<file path="config.mk">
export PLATFORM = sky130hd
export DESIGN_NAME = chain_readout_ctrl
export DESIGN_NICKNAME = d
export VERILOG_FILES = /design/src/rtl/chain_readout_ctrl_pkg.sv /design/src/rtl/chain_fifo.sv /design/src/rtl/chain_readout_ctrl.sv
export SDC_FILE = /design/constraint.sdc
export NUM_CORES = 1
export LEC_CHECK = 0
export ABC_AREA = 1
export BUFFER_PORTS_ARGS = -buffer_cell sky130_fd_sc_hd__buf_2
export CAP_MARGIN = 40
export CORE_ASPECT_RATIO = 0.7
export CORE_MARGIN = 8
export CORE_UTILIZATION = 55
export DETAILED_ROUTE_END_ITERATION = 16
export PLACE_DENSITY = 0.8
export RECOVER_POWER = 100
export SYNTH_ARGS = -nofsm -noshare
export SYNTH_HDL_FRONTEND = slang
export SYNTH_SLANG_ARGS = --single-unit
</file>
<file path="constraint.sdc">
create_clock -name clk -period 2.5 [get_ports clk]
set_input_delay 0.5 -clock clk [delete_from_list [all_inputs] [get_ports clk]]
set_output_delay 0.5 -clock clk [all_outputs]
set_load 0.05 [all_outputs]
</file>
<file path="src/rtl/chain_readout_ctrl_pkg.sv">
// Shared definitions for the daisy-chain readout controller: FSM encoding,
// frame period table and default ADC width.
package chain_readout_ctrl_pkg;

    typedef enum logic [3:0] {
        ST_IDLE = 4'b0001,
        ST_TRIG = 4'b0010,
        ST_CAPT = 4'b0100,
        ST_WAIT = 4'b1000
    } state_t;

    localparam int BITS_ADC_DEF = 12;
    localparam int CH_IDX_W     = 5;

    localparam int PERIOD_MUX0 = 1024;
    localparam int PERIOD_MUX1 = 512;
    localparam int PERIOD_MUX2 = 256;
    localparam int PERIOD_MUX3 = 128;
    localparam int PERIOD_MAX  = PERIOD_MUX0;

    function automatic int unsigned period_of(input logic [1:0] mux);
        case (mux)
            2'b00:   return PERIOD_MUX0;
            2'b01:   return PERIOD_MUX1;
            2'b10:   return PERIOD_MUX2;
            default: return PERIOD_MUX3;
        endcase
    endfunction

endpackage

</file>
<file path="src/rtl/chain_fifo.sv">
// Single-clock FIFO with combinational head read. A write to a full FIFO is
// dropped unless a pop happens in the same cycle.
module chain_fifo #(
    parameter int WIDTH = 17,
    parameter int AW    = 4
) (
    input  logic             clk,
    input  logic             rst_n,
    input  logic             wr_en,
    input  logic [WIDTH-1:0] wr_data,
    input  logic             rd_en,
    output logic [WIDTH-1:0] rd_data,
    output logic             empty,
    output logic             full
);
    localparam int unsigned DEPTH = 2 ** AW;

    logic [WIDTH-1:0] mem [DEPTH];
    logic [AW-1:0]    wptr;
    logic [AW-1:0]    rptr;
    logic [AW:0]      count;
    logic             do_rd;
    logic             do_wr;

    assign empty   = (count == '0);
    assign full    = (count == (AW + 1)'(DEPTH));
    assign do_rd   = rd_en && !empty;
    // A pop frees the slot in the same cycle, so a full FIFO can still take a write.
    assign do_wr   = wr_en && (!full || do_rd);
    assign rd_data = mem[rptr];

    always_ff @(posedge clk) begin
        if (do_wr) begin
            mem[wptr] <= wr_data;
        end
    end

    always_ff @(posedge clk or negedge rst_n) begin
        if (!rst_n) begin
            wptr  <= '0;
            rptr  <= '0;
            count <= '0;
        end else begin
            if (do_wr) begin
                wptr <= wptr + AW'(1);
            end
            if (do_rd) begin
                rptr <= rptr + AW'(1);
            end
            count <= count + (AW + 1)'(do_wr) - (AW + 1)'(do_rd);
        end
    end

endmodule

</file>
<file path="src/rtl/chain_readout_ctrl.sv">
// Frame controller for the ADC daisy chain: strobes adc_ready, captures the
// returned words tagged with their channel index and buffers them for SPI.
module chain_readout_ctrl
    import chain_readout_ctrl_pkg::*;
#(
    parameter int N_BLOCK  = 8,
    parameter int BITS_ADC = BITS_ADC_DEF,
    parameter int FIFO_AW  = 4,
    parameter int TRIG_LEN = 4,
    parameter int TMO      = 255
) (
    input  logic                  clk,
    input  logic                  rst_n,
    input  logic                  enable,
    input  logic [1:0]            samp_rate_mux,
    output logic                  adc_ready,
    input  logic [BITS_ADC:0]     chain_in,
    input  logic                  rd_en,
    output logic [BITS_ADC+4:0]   rd_data,
    output logic                  rd_empty,
    output logic                  ovf,
    output logic                  frame_err,
    input  logic                  clr_flags
);
    localparam int WORDS = 4 * N_BLOCK;
    localparam int WCW   = ($clog2(WORDS + 1) > CH_IDX_W) ? $clog2(WORDS + 1) : CH_IDX_W;
    localparam int TCW   = $clog2(TRIG_LEN + 1);
    localparam int OCW   = $clog2(TMO + 1);
    localparam int PCW   = $clog2(PERIOD_MAX + TRIG_LEN + TMO + 2);

    state_t           state;
    logic [TCW-1:0]   trig_cnt;
    logic [OCW-1:0]   tmo_cnt;
    logic [WCW-1:0]   word_cnt;
    logic [PCW-1:0]   per_cnt;
    logic [PCW-1:0]   period_q;

    logic             accept;
    logic             capt_full;
    logic             capt_tmo;
    logic             err_set;
    logic             ovf_set;
    logic             fifo_full;
    logic [BITS_ADC+4:0] wr_data;

    assign accept    = (state == ST_CAPT) && !chain_in[BITS_ADC];
    assign capt_full = accept && (word_cnt == WCW'(WORDS - 1));
    assign capt_tmo  = (state == ST_CAPT) && (tmo_cnt == OCW'(TMO - 1));
    assign err_set   = capt_tmo && !capt_full;
    assign ovf_set   = accept && fifo_full && !rd_en;
    assign wr_data   = {word_cnt[CH_IDX_W-1:0], chain_in[BITS_ADC-1:0]};

    always_ff @(posedge clk or negedge rst_n) begin
        if (!rst_n) begin
            state     <= ST_IDLE;
            adc_ready <= 1'b0;
            trig_cnt  <= '0;
            tmo_cnt   <= '0;
            word_cnt  <= '0;
            per_cnt   <= '0;
            period_q  <= '0;
            ovf       <= 1'b0;
            frame_err <= 1'b0;
        end else begin
            if (state != ST_IDLE) begin
                per_cnt <= per_cnt + PCW'(1);
            end
            unique case (state)
                ST_IDLE: begin
                    if (enable) begin
                        state     <= ST_TRIG;
                        adc_ready <= 1'b1;
                        trig_cnt  <= '0;
                        per_cnt   <= '0;
                        period_q  <= PCW'(period_of(samp_rate_mux));
                    end
                end
                ST_TRIG: begin
                    if (trig_cnt == TCW'(TRIG_LEN - 1)) begin
                        state     <= ST_CAPT;
                        adc_ready <= 1'b0;
                        word_cnt  <= '0;
                        tmo_cnt   <= '0;
                    end else begin
                        trig_cnt <= trig_cnt + TCW'(1);
                    end
                end
                ST_CAPT: begin
                    if (accept) begin
                        word_cnt <= word_cnt + WCW'(1);
                    end
                    if (capt_full || capt_tmo) begin
                        state <= ST_WAIT;
                    end else begin
                        tmo_cnt <= tmo_cnt + OCW'(1);
                    end
                end
                ST_WAIT: begin
                    // >= rather than == so a timed-out frame longer than the period still ends.
                    if (per_cnt >= period_q - PCW'(1)) begin
                        if (enable) begin
                            state     <= ST_TRIG;
                            adc_ready <= 1'b1;
                            trig_cnt  <= '0;
                            per_cnt   <= '0;
                            period_q  <= PCW'(period_of(samp_rate_mux));
                        end else begin
                            state <= ST_IDLE;
                        end
                    end
                end
                default: begin
                    state     <= ST_IDLE;
                    adc_ready <= 1'b0;
                end
            endcase

            if (ovf_set) begin
                ovf <= 1'b1;
            end else if (clr_flags) begin
                ovf <= 1'b0;
            end
            if (err_set) begin
                frame_err <= 1'b1;
            end else if (clr_flags) begin
                frame_err <= 1'b0;
            end
        end
    end

    chain_fifo #(
        .WIDTH (BITS_ADC + 5),
        .AW    (FIFO_AW)
    ) u_fifo (
        .clk     (clk),
        .rst_n   (rst_n),
        .wr_en   (accept),
        .wr_data (wr_data),
        .rd_en   (rd_en),
        .rd_data (rd_data),
        .empty   (rd_empty),
        .full    (fifo_full)
    );

endmodule

</file>
==> results_dict.tcl <==
set metrics [dict create \
    drive_above_1_share_pct 14.5 \
    placedCellCount 1520 \
    yosysSeqAreaShare_pct 69.6 \
    vias 9292 \
    finish.utilization_pct 64.9 \
    netlist.area_leader.share_pct 60.0 \
    syn_inst 1157 \
    end_kind "output port" \
    wirelength_met1_um 13500 \
    synth_xor_area_share_pct 1.61 \
    rsz0062_at_grt "true" \
    period_minus_slack_ps 2800 \
    rows 48 \
    cts_made_buffers 30 \
    cts_tree "done" \
    port_buffers 40 \
    wl_um 32300 \
    violations "negative setup slack" \
    tightest_slew_ps 1150 \
    nets 1281 \
    vdd_drop_max_v 0.00117 \
    synth-edff-count 272 \
    hold_path_class "in2reg" \
    finalClockSkew_ps 17.2 \
    ys.flop_type "edfxtp_1" \
    power.total_w 0.0188 \
    synth_fa_ha_area_share_pct 2.17 \
    grt_pass1_wl_um 49100 \
    grt_use_total_pct 20.7 \
    io_pins 41 \
    fmax_ghz 0.357 \
    dr.pass1.iters 7 \
    wl_met2_um 14600 \
    syn-cell-area_um2 13600 \
    dp_hpwl_um 18400 \
    antenna_found_initial 0 \
    async_flop_share_pct 16.0 \
    synth_top_family_by_area "simple AND/OR/NAND/NOR gates" \
    timing.setup.tns_ps -3800 \
    coreArea_um2 24500 \
    powerDensity_nw_per_um2 1180 \
    clockBufferDepth 3 \
    multi_input_area_um2 3810 \
    finalNonFillerCells 1587 \
    yosysTopAreaCell "edfxtp_1" \
    initial_core_util_pct 55.5 \
    cp_max_fo 7 \
    mostFrequentLayoutCell "edfxtp_1" \
    ant_nets 0 \
    arrival_ps 2300 \
    die_h_um 148 \
    worstSetupStartpointType "register" \
    final_cell_mix "edfxtp_1 (272), nor2_1 (218), o21ai_0 (138)" \
    synth-simple-area-share_pct 12.3 \
    yosys_warnings 0 \
    grt_start_max_net_pins 81 \
    dieArea_um2 30100 \
    synth.distinct_cells 37 \
    syn_avg_cell_area_um2 11.8 \
    clkTransAtPathRegs_ps 70 \
    yosys_register_bits 324 \
    synth.area.mux_share_pct 0.0735 \
    fin_crit_sh_pct 112 \
    synth_area_leaders "edfxtp_1 (60%), dfrtp_1 (9.4%), nor2_1 (6.8%)" \
    syn_nets 1200 \
    n_antenna_cell 0 \
    drtIter0Drc 937 \
    highest_layer "met4" \
    cp_data_required_time_ps 2000 \
    routed_via_density 5.86 \
    wl_met3_um 3330 \
    finalSetupViolCount 17 \
    hold_viol 0 \
    outcome "finished, violations left" \
    drv_cap 0 \
    clk_latency_ps 570 \
    fill_cells 1723 \
    clockRootBuffer "clkbuf_16" \
    path_class "reg2out" \
    h-tree-depth 1 \
    max_slew_margin_pct 23.5 \
    area_growth_pct 16.9 \
    drv_slew 0 \
    power_leakage_nw 5.76 \
    synth_compound_area_share_pct 11.0 \
    worst_slack_ps -301 \
    drc_errors 0 \
    clock-sinks 324 \
    grt_overflow 0 \
    routedWlPerCell_um 20.3 \
    grt_pass1_vias 8935 \
    post_dp_cell_area_um2 14600 \
    fin_area_um2 15900 \
    regArea_um2 9480 \
    fp.dieW_um 204 \
    place_congestion 0.817 \
]
## what timing repair did
item,4_1_cts,5_1_grt
hold buffers,1,0
gates resized for setup,63,36
endpoints found under the setup margin,18,19
pin swaps,5,16
cloned,3,0
hold endpoints to repair,7,0
setup buffers,5,6
## per-stage QoR
stage | setup slack, ps | hold slack [ps]
3_5_place_dp | -12.8 | 361
6_report | -301 | 145
4_1_cts | -278 | 136
2_1_floorplan | 62.3 | 204
3_3_place_gp | 89.0 | 361
5_1_grt | -380 | 160
## sequential cells by signal, summed over array words and instances, names as in the netlist
name and cells:
adc_ready 1, frame_err 1, ovf 1, per_cnt 11, period_q 4, state 4, tmo_cnt 8, trig_cnt 3
u_fifo.count 5, u_fifo.mem 272, u_fifo.rptr 4, u_fifo.wptr 4, word_cnt 6
## layout make-up
type	instances	share of cell area, %
well taps	325	2.56
inverters	52	1.31
repair buffers	107	6.47
clock inverters	21	1.35
flip-flops and latches	324	59.6
multi-input cells	723	23.9
clock buffers	35	4.84
## metal layers
metal  global-route usage, %  vias up
met5                       0        -
met3                    3.65       70
met2                    31.6      489
met4                    7.25        0
li1                        -     4260
met1                    29.8     4473
## where the power goes
group | switching, W | internal, W | total (W) | leakage, nW
combinational | 0.00499 | 0.00268 | 0.00768 | 2.15
clock | 0.00198 | 0.00262 | 0.00460 | 0.467
sequential | 0.000285 | 0.00620 | 0.00649 | 3.14
## worst paths after layout
kind	from	cells after the start	slack [ps]	end
setup / recovery	u_fifo.rptr[0]	10	-300	rd_data[6]
hold / removal	clr_flags	2	150	frame_err
setup reg to reg	state[0]	10	120	tmo_cnt[1]
hold reg to reg	trig_cnt[1]	2	480	trig_cnt[1]
max in group asynchronous	rst_n	3	550	u_fifo.rptr[1]
min in group asynchronous	rst_n	2	380	period_q[9]
## cell usage after synthesis (all sizes together), types with 2 or more instances
cell type  count
buf           25
inv           49
dfrtp         51
xnor2         11
edfxtp       272
a21oi         13
ha            22
nand2        116
clkbuf        33
nor2         250
o211ai        68
nand3b         4
nand4          6
o21ai        169
nor3           4
o22ai          2
a31o           2
clkinv         3
nand3         37
xor2          14
## worst max-delay path, stage by stage, from the launching register on
cell and delay [ps]:
dfrtp_4 540, clkinv_8 120, buf_12 140, buf_12 110, nor2_1 40, nor2_1 110
o21ai_0 110, o211ai_1 130, nand3_1 140, nand2_1 110, buf_6 160
## cell families (layout without fill, tap and decap cells)
| family | count (synthesis) | count (layout) |
|---|---|---|
| buffers and inverters | 110 | 215 |
| adders and majority gates | 23 | 23 |
| muxes | 1 | 1 |
| DFF | 324 | 324 |
| xor gates and xnor gates | 25 | 25 |
| and+or+nand+nor | 417 | 417 |
| AOI/OAI and AO/OA | 257 | 257 |
Note: power is estimated with default switching activity, not from simulation.
